File: src/rtl/bp_pkg.sv
// Shared types for the gshare predictor: counter encodings, FSM states, in-flight entry.
// No logic of its own; entry fields are sized for the largest legal table/history.
package bp_pkg;

  typedef enum logic [1:0] {
    CNT_SNT = 2'b00,
    CNT_WNT = 2'b01,
    CNT_WT  = 2'b10,
    CNT_ST  = 2'b11
  } cnt_e;

  typedef enum logic {
    ST_INIT = 1'b0,
    ST_RUN  = 1'b1
  } state_e;

  localparam int unsigned BP_IDX_MAX = 12;
  localparam int unsigned BP_GHR_MAX = 12;

  // Fields are zero-extended from INDEX_BITS/GHR_BITS of the instantiating design.
  typedef struct packed {
    logic [BP_IDX_MAX-1:0] idx;
    logic [BP_GHR_MAX-1:0] ghr;
    logic                  pred;
  } entry_t;

  function automatic logic [1:0] cnt_next(input logic [1:0] c, input logic taken);
    if (taken) return (c == CNT_ST) ? c : c + 2'd1;
    return (c == CNT_SNT) ? c : c - 2'd1;
  endfunction

endpackage

File: src/rtl/gshare_branch_predictor_if.sv
// Decode/resolve bundle between the core (master) and the predictor (slave).
// Pure wiring; the core owns issue throttling via full/busy.
interface gshare_branch_predictor_if #(
  parameter int unsigned ADDR_WIDTH = 32
);
  logic                  decode_valid;
  logic [ADDR_WIDTH-1:0] decode_pc;
  logic [ADDR_WIDTH-1:0] decode_offset;
  logic [ADDR_WIDTH-1:0] branch_addr;
  logic                  prediction;
  logic                  resolve_valid;
  logic                  resolve_taken;
  logic                  mispredict;
  logic                  full;
  logic                  busy;
  logic                  protocol_err;
  logic [31:0]           stat_branches;
  logic [31:0]           stat_mispredicts;

  modport master (
    output decode_valid, decode_pc, decode_offset, resolve_valid, resolve_taken,
    input  branch_addr, prediction, mispredict, full, busy, protocol_err,
           stat_branches, stat_mispredicts
  );

  modport slave (
    input  decode_valid, decode_pc, decode_offset, resolve_valid, resolve_taken,
    output branch_addr, prediction, mispredict, full, busy, protocol_err,
           stat_branches, stat_mispredicts
  );
endinterface

File: src/rtl/bp_inflight_fifo.sv
// Sync FIFO with flush; head is visible combinationally, push/pop take effect on posedge.
// Push is refused when full unless a pop happens the same cycle; pop on empty is ignored.
module bp_inflight_fifo #(
  parameter int unsigned DEPTH = 4,
  parameter int unsigned W     = 8
) (
  input  logic                     clk,
  input  logic                     rst,
  input  logic                     push,
  input  logic [W-1:0]             push_dat,
  input  logic                     pop,
  input  logic                     flush,
  output logic [W-1:0]             head_dat,
  output logic                     full,
  output logic                     empty,
  output logic [$clog2(DEPTH):0]   count
);
  localparam int unsigned PW = $clog2(DEPTH);
  localparam logic [PW-1:0] PTR_ONE  = PW'(1);
  localparam logic [PW:0]   CNT_ONE  = (PW+1)'(1);
  localparam logic [PW:0]   CNT_FULL = (PW+1)'(DEPTH);

  logic [W-1:0]  mem_q [DEPTH];
  logic [PW-1:0] wr_ptr_q, rd_ptr_q;
  logic [PW:0]   count_q;
  logic          do_push, do_pop;

  assign full     = (count_q == CNT_FULL);
  assign empty    = (count_q == '0);
  assign count    = count_q;
  assign head_dat = mem_q[rd_ptr_q];
  assign do_pop   = pop & ~empty;
  assign do_push  = push & (~full | do_pop);

  always_ff @(posedge clk or posedge rst) begin
    if (rst) begin
      wr_ptr_q <= '0;
      rd_ptr_q <= '0;
      count_q  <= '0;
    end else if (flush) begin
      wr_ptr_q <= '0;
      rd_ptr_q <= '0;
      count_q  <= '0;
    end else begin
      if (do_push) wr_ptr_q <= wr_ptr_q + PTR_ONE;
      if (do_pop)  rd_ptr_q <= rd_ptr_q + PTR_ONE;
      case ({do_push, do_pop})
        2'b10:   count_q <= count_q + CNT_ONE;
        2'b01:   count_q <= count_q - CNT_ONE;
        default: count_q <= count_q;
      endcase
    end
  end

  always_ff @(posedge clk) begin
    if (do_push && !flush) mem_q[wr_ptr_q] <= push_dat;
  end

endmodule

File: src/rtl/gshare_branch_predictor.sv
// gshare predictor: PC^GHR-indexed 2-bit counters, in-order resolve, GHR repair on mispredict; BP_STATS_EN adds stat counters.
// Prediction/mispredict are same-cycle combinational; no backpressure beyond full/busy, which decode must honour.
module gshare_branch_predictor
  import bp_pkg::*;
#(
  parameter int unsigned ADDR_WIDTH     = 32,
  parameter int unsigned INDEX_BITS     = 8,
  parameter int unsigned GHR_BITS       = 6,
  parameter int unsigned INFLIGHT_DEPTH = 4,
  parameter logic [1:0]  COUNTER_INIT   = CNT_WNT
) (
  input logic                     clk,
  input logic                     rst,
  gshare_branch_predictor_if.slave bp
);
  localparam int unsigned ENTRIES = 1 << INDEX_BITS;
  localparam int unsigned CW      = $clog2(INFLIGHT_DEPTH) + 1;

  state_e                state_q, state_d;
  logic [INDEX_BITS-1:0] ptr_q, ptr_d;
  logic [GHR_BITS-1:0]   ghr_q;
  logic [1:0]            table_q [ENTRIES];

  logic                  run;
  logic [INDEX_BITS-1:0] dec_idx, upd_idx;
  logic                  push_req, pop_req, res_ok, push_ok;
  logic                  fifo_full, fifo_empty;
  logic [CW-1:0]         unused_fifo_count;
  entry_t                push_ent, head;
  logic                  unused_head;

  function automatic logic [GHR_BITS-1:0] ghr_shift(input logic [GHR_BITS-1:0] h, input logic b);
    return GHR_BITS'({h, b});
  endfunction

  always_ff @(posedge clk or posedge rst) begin
    if (rst) begin
      state_q <= ST_INIT;
      ptr_q   <= '0;
    end else begin
      state_q <= state_d;
      ptr_q   <= ptr_d;
    end
  end

  // Sweep one entry per cycle; the pointer wrapping back to 0 ends INIT.
  always_comb begin
    state_d = state_q;
    ptr_d   = ptr_q;
    if (state_q == ST_INIT) begin
      ptr_d = ptr_q + INDEX_BITS'(1);
      if (ptr_q == '1) state_d = ST_RUN;
    end
  end

  assign run      = (state_q == ST_RUN);
  assign bp.busy  = ~run;
  assign dec_idx  = bp.decode_pc[INDEX_BITS+1:2] ^ INDEX_BITS'(ghr_q);
  assign upd_idx  = head.idx[INDEX_BITS-1:0];

  assign bp.branch_addr = bp.decode_pc + bp.decode_offset;
  assign bp.prediction  = run & bp.decode_valid & table_q[dec_idx][1];

  assign push_req      = run & bp.decode_valid;
  assign pop_req       = run & bp.resolve_valid;
  assign res_ok        = pop_req & ~fifo_empty;
  assign bp.mispredict = res_ok & (bp.resolve_taken != head.pred);
  // A mispredict flushes the wrong path, including this cycle's decode.
  assign push_ok       = push_req & ~bp.mispredict & (~fifo_full | res_ok);
  assign bp.full       = fifo_full;
  assign unused_head   = ^head;

  always_comb begin
    push_ent                      = '0;
    push_ent.idx[INDEX_BITS-1:0]  = dec_idx;
    push_ent.ghr[GHR_BITS-1:0]    = ghr_q;
    push_ent.pred                 = bp.prediction;
  end

  bp_inflight_fifo #(
    .DEPTH (INFLIGHT_DEPTH),
    .W     ($bits(entry_t))
  ) u_fifo (
    .clk      (clk),
    .rst      (rst),
    .push     (push_ok),
    .push_dat (push_ent),
    .pop      (res_ok & ~bp.mispredict),
    .flush    (bp.mispredict),
    .head_dat (head),
    .full     (fifo_full),
    .empty    (fifo_empty),
    .count    (unused_fifo_count)
  );

  always_ff @(posedge clk or posedge rst) begin
    if (rst) begin
      ghr_q           <= '0;
      bp.protocol_err <= 1'b0;
    end else begin
      if (bp.mispredict)  ghr_q <= ghr_shift(head.ghr[GHR_BITS-1:0], bp.resolve_taken);
      else if (push_ok)   ghr_q <= ghr_shift(ghr_q, bp.prediction);
      if ((push_req && fifo_full && !res_ok) || (pop_req && fifo_empty))
        bp.protocol_err <= 1'b1;
    end
  end

  // Table has no reset: the INIT sweep rewrites every entry after each rst.
  always_ff @(posedge clk) begin
    if (!run)        table_q[ptr_q]   <= COUNTER_INIT;
    else if (res_ok) table_q[upd_idx] <= cnt_next(table_q[upd_idx], bp.resolve_taken);
  end

`ifdef BP_STATS_EN
  logic [31:0] stat_br_q, stat_mp_q;

  always_ff @(posedge clk or posedge rst) begin
    if (rst) begin
      stat_br_q <= '0;
      stat_mp_q <= '0;
    end else begin
      if (res_ok && stat_br_q != 32'hFFFF_FFFF)        stat_br_q <= stat_br_q + 32'd1;
      if (bp.mispredict && stat_mp_q != 32'hFFFF_FFFF) stat_mp_q <= stat_mp_q + 32'd1;
    end
  end

  assign bp.stat_branches    = stat_br_q;
  assign bp.stat_mispredicts = stat_mp_q;
`else
  assign bp.stat_branches    = '0;
  assign bp.stat_mispredicts = '0;
`endif

endmodule

File: src/flat_wrapper.sv
// flat-port wrapper written by rule: the top's interface ports become plain ports
module gshare_branch_predictor_flat import bp_pkg::*;
#(
  parameter int unsigned ADDR_WIDTH     = 32,
  parameter int unsigned INDEX_BITS     = 8,
  parameter int unsigned GHR_BITS       = 6,
  parameter int unsigned INFLIGHT_DEPTH = 4,
  parameter logic [1:0]  COUNTER_INIT   = CNT_WNT
)
  (clk, rst, bp_decode_valid, bp_decode_pc, bp_decode_offset, bp_resolve_valid, bp_resolve_taken, bp_branch_addr, bp_prediction, bp_mispredict, bp_full, bp_busy, bp_protocol_err, bp_stat_branches, bp_stat_mispredicts);
  gshare_branch_predictor_if #(.ADDR_WIDTH(ADDR_WIDTH)) bp_i ();
  input logic clk;
  input logic rst;
  input wire logic [$bits(bp_i.decode_valid)-1:0] bp_decode_valid;
  input wire logic [$bits(bp_i.decode_pc)-1:0] bp_decode_pc;
  input wire logic [$bits(bp_i.decode_offset)-1:0] bp_decode_offset;
  input wire logic [$bits(bp_i.resolve_valid)-1:0] bp_resolve_valid;
  input wire logic [$bits(bp_i.resolve_taken)-1:0] bp_resolve_taken;
  output wire logic [$bits(bp_i.branch_addr)-1:0] bp_branch_addr;
  output wire logic [$bits(bp_i.prediction)-1:0] bp_prediction;
  output wire logic [$bits(bp_i.mispredict)-1:0] bp_mispredict;
  output wire logic [$bits(bp_i.full)-1:0] bp_full;
  output wire logic [$bits(bp_i.busy)-1:0] bp_busy;
  output wire logic [$bits(bp_i.protocol_err)-1:0] bp_protocol_err;
  output wire logic [$bits(bp_i.stat_branches)-1:0] bp_stat_branches;
  output wire logic [$bits(bp_i.stat_mispredicts)-1:0] bp_stat_mispredicts;
  assign bp_i.decode_valid = bp_decode_valid;
  assign bp_i.decode_pc = bp_decode_pc;
  assign bp_i.decode_offset = bp_decode_offset;
  assign bp_i.resolve_valid = bp_resolve_valid;
  assign bp_i.resolve_taken = bp_resolve_taken;
  assign bp_branch_addr = bp_i.branch_addr;
  assign bp_prediction = bp_i.prediction;
  assign bp_mispredict = bp_i.mispredict;
  assign bp_full = bp_i.full;
  assign bp_busy = bp_i.busy;
  assign bp_protocol_err = bp_i.protocol_err;
  assign bp_stat_branches = bp_i.stat_branches;
  assign bp_stat_mispredicts = bp_i.stat_mispredicts;
  gshare_branch_predictor #(.ADDR_WIDTH(ADDR_WIDTH), .INDEX_BITS(INDEX_BITS), .GHR_BITS(GHR_BITS), .INFLIGHT_DEPTH(INFLIGHT_DEPTH), .COUNTER_INIT(COUNTER_INIT)) u_core (.clk(clk), .rst(rst), .bp(bp_i));
endmodule
File: config.mk
export PLATFORM = sky130hd
export DESIGN_NAME = gshare_branch_predictor_flat
export DESIGN_NICKNAME = d
export VERILOG_FILES = /design/src/rtl/bp_pkg.sv /design/src/rtl/gshare_branch_predictor_if.sv /design/src/rtl/bp_inflight_fifo.sv /design/src/rtl/gshare_branch_predictor.sv /design/src/flat_wrapper.sv
export SDC_FILE = /design/constraint.sdc
export NUM_CORES = 1
export LEC_CHECK = 0
export ABC_CLOCK_PERIOD_IN_PS = 11360
export CORE_ASPECT_RATIO = 2
export CORE_UTILIZATION = 60
export DETAILED_ROUTE_END_ITERATION = 6
export PLACE_DENSITY_LB_ADDON = 0.3
export SKIP_CTS_REPAIR_TIMING = 1
export SYNTH_ARGS = -nofsm -noshare
export SYNTH_HDL_FRONTEND = slang
export SYNTH_SLANG_ARGS = --single-unit
File: constraint.sdc
create_clock -name clk -period 11.36 [get_ports clk]
set_clock_uncertainty 0.1 [all_clocks]
set_input_delay 2.272 -clock clk [delete_from_list [all_inputs] [get_ports clk]]
set_output_delay 2.272 -clock clk [all_outputs]
set_load 0.02 [all_outputs]
Word level (Yosys, flattened, before mapping). Memory sizes are Yosys's and may differ from the RTL's. Cells that the tools add are included.

Flip-flop bits (word level): 23. Bits in writable memories: 572. Input port bits: 69. Output and inout bits: 101. Word-level logic and storage cells: 82. Memories kept: 2.

$add $sub $neg: 8. Equality and inequality tests: 6. Muxes and demuxes: 28. Bitwise operators: 17. Reduce and logical (&&, ||, !) cells: 14.

Memories: u_core.table_q (depth 256, width 2, rd ports 2, clocked after Yosys merged registers in 0, write ports 1, line gshare_branch_predictor.sv:22) `logic [1:0] table_q [ENTRIES];`; u_core.u_fifo.mem_q (depth 4, width 15, rd ports 1, clocked after Yosys merged registers in 0, write ports 1, line bp_inflight_fifo.sv:23) `logic [W-1:0] mem_q [DEPTH];`.

Operators by type and width (count): $add A32 B32 Y32 (1); $mux W2 (11); $mux W1 (12); $mux W6 (2); $and A1 B1 Y1 (10); $add A8 B1 Y8 const B (1); $eq A8 B8 Y1 const B (1); $mux W8 (1); $xor A8 B6 Y8 (1); $add A2 B1 Y2 const B (3); $pmux W3 S2 (1); $reduce_bool A2 Y1 (3); $eq A2 B2 Y1 const B (2); $logic_and A1 B1 Y1 (4); $not A1 Y1 (4); $add A3 B1 Y3 const B (1); $eq A3 B3 Y1 const B (1); $logic_not A3 Y1 (1); $mux W3 (1); $reduce_bool A3 Y1 (1); $sub A3 B1 Y3 const B (1); $eq A2 B1 Y1 const B (1); $logic_not A1 Y1 (2); $logic_not A2 Y1 (1); 5 further kinds (6).

Longest topological paths before layout. Gate-level depths: netlist (run 1).

Depth in word-level cells: 12. Gate-level depth with buffers: 16. Gate-level depth less buffers: 12.

By module. A second synthesis (run 1) with hierarchy kept.

Cell total of the unflattened synthesis: 2012. Area, all modules: 30310.3 um^2.

By module, submodules not included: gshare_branch_predictor (instances 1, cells each 1816, area an instance 26122.6 um^2, sequential area each 15775.1 um^2); bp_inflight_fifo (instances 1, cells each 196, area an instance 4187.8 um^2, sequential area each 3178.0 um^2).

Worst setup path before layout (run 1). OpenSTA, ideal clock, no wires.

Kind: input to register. From: in bp_resolve_valid. To: mem u_core.table_q[0][1], data pin. Setup time: 1388 ps. Data arrival time: 8929 ps. Required time: 9872 ps. Setup slack: 943 ps. Stages: 5. Buffers on the path: 2. Cells stage by stage: inv_1 or3_1 clkbuf_1 clkbuf_1 nor2_1.

Word-level cells in the longest chain between the ends: 7.

Ends and longest elaborated chain: start: declaration (line flat_wrapper.sv:17) `input wire logic [$bits(bp_i.resolve_valid)-1:0] bp_resolve_valid;`; $and A1 B1 Y1 (line gshare_branch_predictor.sv:65) `assign pop_req = run & bp.resolve_valid;`; $and A1 B1 Y1 (line gshare_branch_predictor.sv:66) `assign res_ok = pop_req & ~fifo_empty;`; $mux W1 (line gshare_branch_predictor.sv:111) `else if (res_ok) table_q[upd_idx] <= cnt_next(table_q[upd_idx], bp.resolve_taken);`; $mux W1 (line gshare_branch_predictor.sv:110) `if (!run) table_q[ptr_q] <= COUNTER_INIT;`; $mux W1 (not written as such) (line gshare_branch_predictor.sv:111); $reduce_or A2 Y1 (no line); $mux W2 (no line); end: declaration (line gshare_branch_predictor.sv:22).

Every way passes these cells.

Worst setup path after layout (run 1).
From: in bp_decode_pc[3]. To: out bp_prediction.

Word-level cells in the longest chain between the ends: 3.

Ends and longest elaborated chain: start: declaration (line flat_wrapper.sv:15) `input wire logic [$bits(bp_i.decode_pc)-1:0] bp_decode_pc;`; $xor A8 B6 Y8 (line gshare_branch_predictor.sv:58) `assign dec_idx = bp.decode_pc[INDEX_BITS+1:2] ^ INDEX_BITS'(ghr_q);`; $mem_v2 Z256 W2; $and A1 B1 Y1 (line gshare_branch_predictor.sv:62) `assign bp.prediction = run & bp.decode_valid & table_q[dec_idx][1];`; end: declaration (line flat_wrapper.sv:20) `output wire logic [$bits(bp_i.prediction)-1:0] bp_prediction;`.

Every way passes these cells.

==> load_flow_metrics.sql, run 1 <==
INSERT INTO impl_metrics (metric_group, metric, value, unit) VALUES
('logic_synthesis', 'synthDominantCellAreaShare', '59.2', '%'),
('timing', 'max-slew-margin-rel', '15.4', '%'),
('critical_path', 'critPathRequiredTime', '8.99', 'ns'),
('floorplanning', 'rows', '113', ''),
('critical_path', 'worstSetupEndpointType', 'primary output', ''),
('grt', 'grt-ovfl-total', '0', ''),
('clocking', 'cts_tree', 'built', ''),
('finish', 'final_core_utilization', '67.1', '%'),
('logic_synthesis', 'synthDominantAreaCellType', 'sky130_fd_sc_hd__edfxtp_1', ''),
('floorplanning', 'start_util', '60.8', '%'),
('logic_synthesis', 'area_contributors_post_synth', 'sky130_fd_sc_hd__edfxtp_1 59%, sky130_fd_sc_hd__mux4_2 14%, sky130_fd_sc_hd__nor2_1 3.8%', ''),
('floorplanning', 'horizontal_die_dimension', '157', 'um'),
('timing', 'report.final.setup_viol', '0', ''),
('finish', 'areaGrowthSynthToFinish', '10.4', '%'),
('timing', 'final_hold_viol_count', '0', ''),
('logic_synthesis', 'yosysSeqAreaShare', '61.2', '%'),
('logic_synthesis', 'syn-cell-area', '0.0288', 'mm2'),
('logic_synthesis', 'synth_area_per_cell', '14.6', 'um2'),
('critical_path', 'startpoint_type', 'input port', ''),
('grt', 'global_route_wire_length_before_repair', '117', 'mm'),
('clocking', 'cts-buffers-inserted', '48', ''),
('timing', 'finalSetupTns', '0', 'ns'),
('finish', 'fraction_of_layout_cells_with_a_size_suffix_above_1', '15.1', '%'),
('power', 'worst_ir_drop_vdd', '0.125', 'mV'),
('critical_path', 'worstPathCellList', 'clkdlybuf4s50_1 -> xor2_4 -> buf_4 -> mux4_2 -> mux4_2 -> mux2i_1 -> mux4_2 -> mux2i_1 -> nor2b_1 -> clkdlybuf4s50_1', ''),
('critical_path', 'crit_type', 'input port to primary output', ''),
('finish', 'most-common-layout-cells', '568 x sky130_fd_sc_hd__edfxtp_1, 290 x sky130_fd_sc_hd__nor2_1, 174 x sky130_fd_sc_hd__mux4_2, 156 x sky130_fd_sc_hd__nand2_1, 105 x sky130_fd_sc_hd__clkdlybuf4s50_1', ''),
('logic_synthesis', 'ys_seq_elements', '591', ''),
('clocking', 'htree_levels', '2', ''),
('critical_path', 'crit_arrival', '6.85', 'ns'),
('finish', 'finish.net_count', '2148', ''),
('drt', 'drt-initial-drc-count', '2241', ''),
('finish', 'seq_area', '0.0176', 'mm2'),
('drt', 'route.vias.total', '18500', ''),
('clocking', 'clock_path_buffers', '3', ''),
('logic_synthesis', 'synthFlopType', 'sky130_fd_sc_hd__edfxtp_1', ''),
('logic_synthesis', 'synth.lib_cells_used.distinct', '67', ''),
('floorplanning', 'coreArea', '0.0474', 'mm2'),
('finish', 'fillerInstances', '3146', ''),
('drt', 'totalWireLength', '80.1', 'mm'),
('drt', 'detail_route.vias_per_cell', '6.84', ''),
('floorplanning', 'die-height', '312', 'um'),
('logic_synthesis', 'synth_edf_count', '568', ''),
('drt', 'drt-pass1-iter-count', '5', ''),
('timing', 'postLayoutSetupSlackWorst', '2.14', 'ns'),
('timing', 'final_max_slew_viol_count', '0', ''),
('clocking', 'worst_skew_pair.late_latency', '0.59', 'ns'),
('drt', 'route.detailed.wl_per_inst', '29.6', 'um'),
('grt', 'via_count_of_the_first_global_routing_pass', '18900', ''),
('finish', 'mostFrequentLayoutCell', 'sky130_fd_sc_hd__edfxtp_1', ''),
('timing', 'rsz0062_at_grt', 'no', ''),
('grt', 'track_usage', '33.5', '%'),
('place', 'numPortBuffers', '105', ''),
('timing', 'fmax', '108', 'MHz'),
('finish', 'multi_input_gate_area_in_the_final_layout', '0.0103', 'mm2'),
('timing', 'final_cycle_share', '81.2', '%'),
('critical_path', 'crit_slowest_cell', 'sky130_fd_sc_hd__buf_4', ''),
('drt', 'route.detailed.drc', '0', ''),
('grt', 'grt_antenna_before_repair', '3', ''),
('floorplanning', 'ios', '170', ''),
('clocking', 'clk_pin_slew_worst_paths', '0.07', 'ns'),
('logic_synthesis', 'postSynthCellCount', '1971', ''),
('hold_path', 'min-delay-path-class', 'flop to flop', ''),
('place', 'placement.setup.worst_slack', '2.57', 'ns'),
('logic_synthesis', 'postSynth.asyncResetShare', '3.89', '%'),
('run_status', 'outcome', 'finished clean', ''),
('timing', 'timing_worst_slew_pin_value', '1.27', 'ns'),
('clocking', 'tritoncts_num_sinks', '591', ''),
('power', 'power_leakage', '10.7', 'nW'),
('timing', 'timing.final.crit_period', '9.22', 'ns'),
('critical_path', 'critPathMostFrequentCell', 'sky130_fd_sc_hd__mux4_2', '');
-- through the flow --
step	cells	power, mW	hold slack, ns	area (um2)
floorplan	2034	2.66	0.367	29000
global placement	2622	2.77	0.362	30200
detailed placement	2622	2.78	0.361	30200
CTS	2705	4.44	0.404	31800
global route	2707	4.55	0.417	31800
finish	2707	4.45	0.405	31800
-- per-layer routing --
metal  global-route usage [%]  share of wire [%]
met3                     6.93                9.9
met4                     25.1                8.6
met1                     36.1                 30
met2                     57.4                 52
met5                        0              0.016
-- registers in the layout (all words and copies together), names as in the netlist --
name	flops
u_core.ghr_q	6
u_core.table_q	512
u_core.u_fifo.rd_ptr_q	2
u_core.run	1
u_core.u_fifo.mem_q	56
u_core.ptr_q	8
u_core.u_fifo.wr_ptr_q	2
u_core.u_fifo.count	3
u_core.bp.protocol_err	1
-- final timing paths --
| kind | start | cells after the start | to | slack (ns) |
|---|---|---|---|---|
| hold / removal | u_core.bp.protocol_err | 1 | u_core.bp.protocol_err | 0.40 |
| setup reg to reg | u_core.u_fifo.rd_ptr_q[0] | 12 | u_core.table_q[215][0] | 4.26 |
| min in group asynchronous | rst | 2 | u_core.ghr_q[4] | 2.12 |
| max in group asynchronous | rst | 2 | u_core.ghr_q[1] | 8.44 |
| hold reg to reg | u_core.bp.protocol_err | 1 | u_core.bp.protocol_err | 0.40 |
| setup / recovery | bp_decode_pc[3] | 10 | bp_prediction | 2.14 |
-- where the power goes --
part | total (mW) | internal [mW] | switching, mW
clock | 1.71 | 0.951 | 0.760
sequential | 2.35 | 2.35 | 0.00201
combinational | 0.381 | 0.168 | 0.213
total | 4.45 | 3.47 | 0.974
-- kinds of logic after synthesis --
family | after synthesis | share of synthesized area (%)
buffers and inverters | 210 | 4.07
other | 1 | 0.0130
flip-flops | 591 | 61.2
adder cells (fa/ha/maj) | 41 | 1.82
multiplexers | 252 | 17.0
XOR/XNOR | 46 | 1.40
AO/OA/AOI/OAI | 231 | 5.64
AND/OR/NAND/NOR | 599 | 8.84
-- cell usage after synthesis, types with 8 or more instances --
| library cell | n |
|---|---|
| sky130_fd_sc_hd__a2111oi_0 | 11 |
| sky130_fd_sc_hd__a211oi_1 | 32 |
| sky130_fd_sc_hd__a21o_1 | 19 |
| sky130_fd_sc_hd__a21oi_1 | 36 |
| sky130_fd_sc_hd__a311oi_1 | 15 |
| sky130_fd_sc_hd__a31oi_1 | 24 |
| sky130_fd_sc_hd__and2_1 | 8 |
| sky130_fd_sc_hd__and3_1 | 11 |
| sky130_fd_sc_hd__buf_1 | 10 |
| sky130_fd_sc_hd__buf_2 | 35 |
| sky130_fd_sc_hd__buf_4 | 68 |
| sky130_fd_sc_hd__clkbuf_1 | 70 |
| sky130_fd_sc_hd__dfrtp_1 | 23 |
| sky130_fd_sc_hd__edfxtp_1 | 568 |
| sky130_fd_sc_hd__ha_1 | 37 |
| sky130_fd_sc_hd__inv_1 | 18 |
| sky130_fd_sc_hd__mux2_2 | 14 |
| sky130_fd_sc_hd__mux2i_1 | 53 |
| sky130_fd_sc_hd__mux4_1 | 9 |
| sky130_fd_sc_hd__mux4_2 | 176 |
| sky130_fd_sc_hd__nand2_1 | 157 |
| sky130_fd_sc_hd__nand3_1 | 23 |
| sky130_fd_sc_hd__nor2_1 | 291 |
| sky130_fd_sc_hd__nor2b_1 | 34 |
| sky130_fd_sc_hd__nor3_1 | 47 |
| sky130_fd_sc_hd__o21ai_0 | 30 |
| sky130_fd_sc_hd__xnor2_1 | 32 |
| sky130_fd_sc_hd__xor2_1 | 14 |
-- final cells by class --
class	count	share of cell area (%)
clock buffers	57	3.95
repair buffers	148	4.40
diodes	2	0.0157
inverters	18	0.213
well taps	632	2.49
flip-flops and latches	591	55.5
clock inverters	26	1.02
multi-input cells	1233	32.4
-- worst reg2reg max path, stage by stage, from the launching register on --
cell                       delay, ns
sky130_fd_sc_hd__dfrtp_1        0.66
sky130_fd_sc_hd__buf_4          0.37
sky130_fd_sc_hd__mux4_4         1.03
sky130_fd_sc_hd__buf_12         0.32
sky130_fd_sc_hd__mux4_2         0.72
sky130_fd_sc_hd__a22oi_1        0.33
sky130_fd_sc_hd__nand3_1        0.20
sky130_fd_sc_hd__o311ai_0       0.22
sky130_fd_sc_hd__a211oi_1       0.16
sky130_fd_sc_hd__or4_1          0.58
sky130_fd_sc_hd__maj3_2         0.34
sky130_fd_sc_hd__nand2_4        0.85
sky130_fd_sc_hd__buf_4          0.83
Power figures use the tool's default switching activity.
==> inputs of run 2 (changes only) <==
--- a/config.mk
+++ b/config.mk
@@ -5,7 +5,7 @@
 export SDC_FILE = /design/constraint.sdc
 export NUM_CORES = 1
 export LEC_CHECK = 0
-export ABC_CLOCK_PERIOD_IN_PS = 11360
+export ABC_CLOCK_PERIOD_IN_PS = 9600
 export CORE_ASPECT_RATIO = 2
 export CORE_UTILIZATION = 60
 export DETAILED_ROUTE_END_ITERATION = 6
==> constraint.sdc (replaced) <==
create_clock -name clk -period 9.6 [get_ports clk]
set_clock_uncertainty 0.1 [all_clocks]
set_input_delay 1.92 -clock clk [delete_from_list [all_inputs] [get_ports clk]]
set_output_delay 1.92 -clock clk [all_outputs]
set_load 0.02 [all_outputs]
==> run 2 against run 1 <==
Worst hold slack lost 0.0039 ns. Worst setup slack lost 0.86 ns. Combinational power is 18% higher. Global-route usage down 0.40 points. Clock power rose by 11%.
==> load_flow_metrics.sql, run 2 (synthesis results as in run 1) <==
INSERT INTO impl_metrics (metric_group, metric, value, unit) VALUES
('run_status', 'outcome', 'finished clean', ''),
('timing', 'final_cycle_share', '86.7', '%'),
('critical_path', 'rr_worst_depth', '12', ''),
('finish', 'most-common-layout-cells', '568 x sky130_fd_sc_hd__edfxtp_1, 290 x sky130_fd_sc_hd__nor2_1, 174 x sky130_fd_sc_hd__mux4_2, 156 x sky130_fd_sc_hd__nand2_1, 105 x sky130_fd_sc_hd__clkdlybuf4s50_1', ''),
('grt', 'track_usage', '33.1', '%'),
('floorplanning', 'ios', '170', ''),
('critical_path', 'worstSetupEndpointType', 'primary output', ''),
('critical_path', 'worstPathMaxFanout', '48', ''),
('place', 'dp_hpwl', '50.5', 'mm'),
('critical_path', 'critPathRequiredTime', '7.58', 'ns'),
('place', 'placement.cell_area', '0.0302', 'mm2'),
('clocking', 'clock_path_buffers', '3', ''),
('timing', 'fmax', '120', 'MHz'),
('power', 'power_leakage', '10.6', 'nW'),
('finish', 'mostFrequentLayoutCell', 'sky130_fd_sc_hd__edfxtp_1', ''),
('timing', 'rsz0062_at_grt', 'no', ''),
('timing', 'timing_worst_slew_pin_value', '1.30', 'ns'),
('critical_path', 'r2r_slack', '3.14', 'ns'),
('floorplanning', 'rows', '113', ''),
('finish', 'finish.instance_area', '0.0317', 'mm2'),
('clocking', 'clk_pin_slew_worst_paths', '0.07', 'ns'),
('floorplanning', 'floorplan.die_area', '0.0489', 'mm2'),
('critical_path', 'cp-startpoint', 'bp_decode_pc[3]', ''),
('timing', 'report.final.setup_viol', '0', ''),
('critical_path', 'critical_path.reg2reg.endpoint', 'u_core.table_q[107][0]', ''),
('timing', 'timing.final.crit_period', '8.32', 'ns'),
('critical_path', 'critical_path.n_buffers_inverters', '3', ''),
('clocking', 'cts_root_buffer', 'sky130_fd_sc_hd__clkbuf_16', ''),
('floorplanning', 'horizontal_die_dimension', '157', 'um'),
('grt', 'via_count_of_the_first_global_routing_pass', '19000', ''),
('critical_path', 'crit_arrival', '6.30', 'ns'),
('finish', 'finish.net_count', '2140', ''),
('critical_path', 'r2r-start', 'u_core.u_fifo.rd_ptr_q[0]', ''),
('drt', 'route.vias.total', '18400', ''),
('grt', 'grt_antenna_before_repair', '1', ''),
('drt', 'totalWireLength', '78.7', 'mm'),
('power', 'powerDensity', '162', 'mW/mm2'),
('grt', 'grt-ovfl-total', '0', ''),
('timing', 'finalSetupTns', '0', 'ns'),
('drt', 'route.detailed.wl_per_inst', '29.2', 'um'),
('finish', 'layout_top_registers', 'u_core.table_q: 512 flops, u_core.u_fifo.mem_q: 56 flops, u_core.ptr_q: 8 flops', ''),
('finish', 'registers.top_by_ff_count', 'u_core.table_q', ''),
('critical_path', 'path_delay_family', 'buffers and inverters', ''),
('clocking', 'worst_skew_pair.late_latency', '0.60', 'ns'),
('critical_path', 'cell_count_along_the_critical_path', '10', ''),
('timing', 'hold_slack', '0.401', 'ns'),
('floorplanning', 'start_util', '60.8', '%'),
('timing', 'final_max_slew_viol_count', '0', ''),
('critical_path', 'crit_slowest_cell', 'sky130_fd_sc_hd__clkdlybuf4s50_1', ''),
('drt', 'antenna_viol_nets_final', '0', ''),
('floorplanning', 'coreArea', '0.0474', 'mm2'),
('place', 'numPortBuffers', '105', ''),
('drt', 'route.detailed.drc', '0', ''),
('grt', 'global_route_wire_length_before_repair', '115', 'mm'),
('place', 'placedCellCount', '2614', ''),
('timing', 'max-slew-margin-rel', '12.9', '%'),
('finish', 'fraction_of_layout_cells_with_a_size_suffix_above_1', '14.7', '%'),
('run', 'max_cap_violations', '0', ''),
('floorplanning', 'die-height', '312', 'um'),
('critical_path', 'cp_max_stage_delay', '0.67', 'ns'),
('place', 'gp_congestion', '0.957', ''),
('critical_path', 'crit_type', 'input port to primary output', ''),
('drt', 'drt-initial-drc-count', '2320', ''),
('drt', 'detail_route.vias_per_cell', '6.81', ''),
('clocking', 'cts-buffers-inserted', '48', ''),
('timing', 'final_hold_viol_count', '0', ''),
('clocking', 'htree_levels', '2', ''),
('critical_path', 'worstPathCellList', 'clkdlybuf4s50_1 -> xor2_4 -> buf_12 -> mux4_2 -> mux4_2 -> mux2i_1 -> mux4_2 -> mux2i_1 -> nor2b_1 -> clkdlybuf4s50_1', ''),
('critical_path', 'crit_path_end', 'bp_prediction', ''),
('critical_path', 'startpoint_type', 'input port', ''),
('finish', 'areaGrowthSynthToFinish', '9.95', '%'),
('drt', 'drt-pass1-iter-count', '7', ''),
('clocking', 'tritoncts_num_sinks', '591', ''),
('grt', 'grt_max_degree', '257', ''),
('finish', 'largest_reg_flops', '512', ''),
('hold_path', 'min-delay-path-class', 'flop to flop', ''),
('power', 'worst_ir_drop_vdd', '0.143', 'mV'),
('critical_path', 'critPathMostFrequentCell', 'sky130_fd_sc_hd__mux4_2', ''),
('clocking', 'cts_tree', 'built', ''),
('finish', 'final_cell_count_no_fill', '2701', '');
-- run 2: changes by cell type in the layout (fill, tap and decap cells not counted), moves of 2 or more --
cell                        delta
sky130_fd_sc_hd__buf_12        +4
sky130_fd_sc_hd__buf_4        -12
sky130_fd_sc_hd__bufinv_16     -4
sky130_fd_sc_hd__clkbuf_1      +4
sky130_fd_sc_hd__clkinv_2      +5
sky130_fd_sc_hd__clkinv_4      -2
-- run 2: how the worst min path moves through the flow --
stage | startpoint | to | slack, ns | cells after the start
2_1_floorplan | u_core.ptr_q[7] | u_core.ptr_q[7] | 0.37 | 1
3_3_place_gp | u_core.bp.protocol_err | u_core.bp.protocol_err | 0.36 | 1
3_5_place_dp | u_core.bp.protocol_err | u_core.bp.protocol_err | 0.38 | 1
4_1_cts | u_core.bp.protocol_err | u_core.bp.protocol_err | 0.40 | 1
5_1_grt | u_core.bp.protocol_err | u_core.bp.protocol_err | 0.42 | 1
6_report | u_core.bp.protocol_err | u_core.bp.protocol_err | 0.40 | 1
-- run 2: metal layers --
layer	vias to the layer above	part of all wire [%]	wire length [um]	global-route usage [%]
met1	9155	30	23800	35.5
met5	-	0	0	0
met3	386	9.6	7550	6.91
met4	0	9.8	7700	27.5
li1	7635	-	-	-
met2	1205	50	39700	55.6
-- run 2: report_power, final --
part           internal [mW]  switching, mW
sequential              2.78        0.00199
clock                   1.02          0.883
combinational          0.199          0.251
-- run 2: area by class of cell --
type | count | area, um2
Clock inverter | 22 | 176
Sequential cell | 591 | 17600
Multi-Input combinational cell | 1233 | 10300
Antenna cell | 3 | 7.51
Clock buffer | 62 | 1280
Inverter | 18 | 67.6
Timing Repair Buffer | 140 | 1390
Tap cell | 632 | 791
Fill cell | 3158 | 15700
-- run 2: stage by stage --
step | total power, mW | utilization [%] | setup slack (ns)
final | 5.14 | 66.8 | 1.28
after global routing | 5.26 | 66.8 | 1.16
after CTS | 5.14 | 66.8 | 1.32
after detailed placement | 3.29 | 63.7 | 1.34
after global placement | 3.28 | 63.7 | 1.46
after floorplan | 3.14 | - | 2.01
==> inputs of run 3 (changes only) <==
--- a/config.mk
+++ b/config.mk
@@ -7,8 +7,9 @@
 export LEC_CHECK = 0
 export ABC_CLOCK_PERIOD_IN_PS = 9600
 export CORE_ASPECT_RATIO = 2
-export CORE_UTILIZATION = 60
+export CORE_UTILIZATION = 55
 export DETAILED_ROUTE_END_ITERATION = 6
+export GPL_ROUTABILITY_DRIVEN = 0
 export PLACE_DENSITY_LB_ADDON = 0.3
 export SKIP_CTS_REPAIR_TIMING = 1
 export SYNTH_ARGS = -nofsm -noshare
==> run 3 against run 2 <==
Critical path depth did not move. First-iteration DRC count fell by 7.0%. Register-to-register slack got worse by 0.15 ns. Final area rose by 0.23%. Worst hold slack got worse by 0.024 ns. Total power fell by 0.20%. Critical endpoint unchanged. Largest power group unchanged. Highest routed layer is now met5.
==> load_flow_metrics.sql, run 3 (synthesis results as in run 1) <==
INSERT INTO impl_metrics (metric_group, metric, value, unit) VALUES
('drt', 'drt-pass1-iter-count', '7', ''),
('run', 'max_cap_violations', '0', ''),
('drt', 'antenna_viol_nets_final', '0', ''),
('clocking', 'tritoncts_num_sinks', '591', ''),
('finish', 'most-common-layout-cells', '568 x sky130_fd_sc_hd__edfxtp_1, 290 x sky130_fd_sc_hd__nor2_1, 174 x sky130_fd_sc_hd__mux4_2, 156 x sky130_fd_sc_hd__nand2_1, 105 x sky130_fd_sc_hd__clkdlybuf4s50_1', ''),
('place', 'placement.cell_area', '0.0303', 'mm2'),
('power', 'worst_ir_drop_vdd', '0.147', 'mV'),
('power', 'sw_frac_of_total', '23.1', '%'),
('finish', 'registers.top_by_ff_count', 'u_core.table_q', ''),
('timing', 'final_max_slew_viol_count', '0', ''),
('power', 'powerDensity', '162', 'mW/mm2'),
('clocking', 'cts-buffers-inserted', '48', ''),
('hold_path', 'min_delay_worst_endpoint', 'u_core.bp.protocol_err', ''),
('power', 'comb_power_share', '8.9', '%'),
('timing', 'report.final.setup_viol', '0', ''),
('finish', 'finish.net_count', '2148', ''),
('finish', 'fillerInstances', '3810', ''),
('drt', 'met3_wl', '7.15', 'mm'),
('grt', 'track_usage', '30.9', '%'),
('clocking', 'worst_skew_pair.late_latency', '0.61', 'ns'),
('drt', 'totalWireLength', '81.0', 'mm'),
('clocking', 'htree_levels', '2', ''),
('critical_path', 'critPathRequiredTime', '7.58', 'ns'),
('finish', 'finish.instance_area', '0.0317', 'mm2'),
('drt', 'detail_route.vias_per_cell', '6.69', ''),
('hold_path', 'holdPathStages', '1', ''),
('floorplanning', 'ios', '170', ''),
('floorplanning', 'rows', '118', ''),
('finish', 'final_core_utilization', '61.4', '%'),
('drt', 'met2RoutedLength', '42.1', 'mm'),
('critical_path', 'r2r-start', 'u_core.u_fifo.rd_ptr_q[1]', ''),
('timing', 'finalSetupTns', '0', 'ns'),
('grt', 'grt_antenna_before_repair', '3', ''),
('finish', 'layout_top_registers', 'u_core.table_q: 512 flops, u_core.u_fifo.mem_q: 56 flops, u_core.ptr_q: 8 flops', ''),
('timing', 'rsz0062_at_grt', 'no', ''),
('power', 'p_sw', '1.19', 'mW'),
('drt', 'route.vias.total', '18300', ''),
('critical_path', 'r2r_slack', '2.99', 'ns'),
('floorplanning', 'start_util', '55.7', '%'),
('place', 'numPortBuffers', '105', ''),
('run_status', 'outcome', 'finished clean', ''),
('grt', 'via_count_of_the_first_global_routing_pass', '18900', ''),
('hold_path', 'min-delay-start', 'u_core.bp.protocol_err', ''),
('drt', 'route.detailed.drc', '0', ''),
('drt', 'wirelength_met1', '24.7', 'mm'),
('floorplanning', 'horizontal_die_dimension', '164', 'um'),
('floorplanning', 'die-height', '326', 'um'),
('grt', 'global_route_wire_length_before_repair', '117', 'mm'),
('grt', 'grt-ovfl-total', '0', ''),
('finish', 'areaGrowthSynthToFinish', '10.2', '%'),
('floorplanning', 'coreArea', '0.0517', 'mm2'),
('drt', 'route.detailed.wl_per_inst', '29.6', 'um'),
('grt', 'grt_max_degree', '131', ''),
('critical_path', 'critical_path.reg2reg.endpoint', 'u_core.table_q[128][0]', ''),
('finish', 'antenna_cells_inserted', '0', ''),
('drt', 'highest_layer', 'met5', ''),
('finish', 'mostFrequentLayoutCell', 'sky130_fd_sc_hd__edfxtp_1', ''),
('critical_path', 'crit_type', 'input port to primary output', ''),
('timing', 'fmax', '121', 'MHz'),
('clocking', 'clock_path_buffers', '3', ''),
('power', 'internal_power', '3.95', 'mW'),
('clocking', 'cts_root_buffer', 'sky130_fd_sc_hd__clkbuf_16', ''),
('critical_path', 'worstPathMaxFanout', '68', ''),
('power', 'power_leakage', '10.6', 'nW'),
('critical_path', 'rr_worst_depth', '13', ''),
('drt', 'drt-initial-drc-count', '2157', ''),
('floorplanning', 'floorplan.die_area', '0.0533', 'mm2'),
('timing', 'timing.final.crit_period', '8.25', 'ns'),
('power', 'power_frac_seq', '54.3', '%'),
('critical_path', 'startpoint_type', 'input port', ''),
('critical_path', 'worstSetupEndpointType', 'primary output', ''),
('place', 'dp_hpwl', '52.3', 'mm'),
('hold_path', 'min-delay-path-class', 'flop to flop', ''),
('critical_path', 'crit_arrival', '6.23', 'ns'),
('clocking', 'cts_tree', 'built', ''),
('power', 'share_clk_of_total_power', '36.8', '%'),
('timing', 'final_cycle_share', '85.9', '%'),
('clocking', 'clk_pin_slew_worst_paths', '0.07', 'ns'),
('timing', 'timing_worst_slew_pin_value', '1.45', 'ns'),
('timing', 'final_hold_viol_count', '0', ''),
('timing', 'max-slew-margin-rel', '3.36', '%'),
('finish', 'largest_reg_flops', '512', ''),
('finish', 'fraction_of_layout_cells_with_a_size_suffix_above_1', '15.2', '%');
[run 3: through the flow]
stage          std cells  hold WS, ns  power (mW)  setup slack [ns]
3_3_place_gp        2650        0.360        3.29              1.62
3_5_place_dp        2650        0.362        3.29              1.56
4_1_cts             2737        0.381        5.13              1.56
5_1_grt             2737        0.396        5.24              1.14
2_1_floorplan       2034        0.367        3.14              2.01
6_report            2737        0.377        5.13              1.35
[run 3: critical path, stage by stage]
cell	delay, ns
sky130_fd_sc_hd__clkdlybuf4s50_1	0.60
sky130_fd_sc_hd__xor2_4	0.18
sky130_fd_sc_hd__buf_12	0.46
sky130_fd_sc_hd__mux4_2	0.60
sky130_fd_sc_hd__mux4_2	0.51
sky130_fd_sc_hd__mux2i_1	0.58
sky130_fd_sc_hd__mux4_2	0.38
sky130_fd_sc_hd__mux2i_1	0.12
sky130_fd_sc_hd__nor2b_1	0.21
sky130_fd_sc_hd__clkdlybuf4s50_1	0.55
[run 3: final cells by class]
type / count / area, um2 / area share (%)
multi-input cells: 1233 / 10300 / 32.5
clock inverters: 26 / 214 / 0.674
repair buffers: 148 / 1420 / 4.49
flip-flops and latches: 591 / 17600 / 55.6
clock buffers: 61 / 1250 / 3.94
inverters: 18 / 67.6 / 0.213
well taps: 660 / 826 / 2.60
[run 3: how the worst max path moves through the flow]
stage               slack (ns)                      start              endpoint
floorplan                 2.01  u_core.u_fifo.rd_ptr_q[0]  u_core.table_q[0][1]
global placement          1.62        bp_decode_offset[0]    bp_branch_addr[30]
detailed placement        1.56            bp_decode_pc[5]         bp_prediction
CTS                       1.56            bp_decode_pc[5]         bp_prediction
global route              1.14            bp_decode_pc[6]    bp_branch_addr[29]
finish                    1.35            bp_decode_pc[2]         bp_prediction
[run 3: routing by layer]
layer	vias up	GRT usage, %
li1	7648	-
met1	9153	32.4
met2	1160	53.7
met3	337	6.30
met4	6	23.7
met5	-	0
[run 3: power by group through the flow]
| stage | Combinational (mW) | Sequential [mW] | Clock (mW) |
|---|---|---|---|
| after floorplan | 0.302 | 2.84 | 0 |
| after global placement | 0.445 | 2.84 | 0 |
| after detailed placement | 0.450 | 2.84 | 0 |
| after CTS | 0.451 | 2.79 | 1.90 |
| after global routing | 0.482 | 2.78 | 1.97 |
| final | 0.458 | 2.79 | 1.89 |
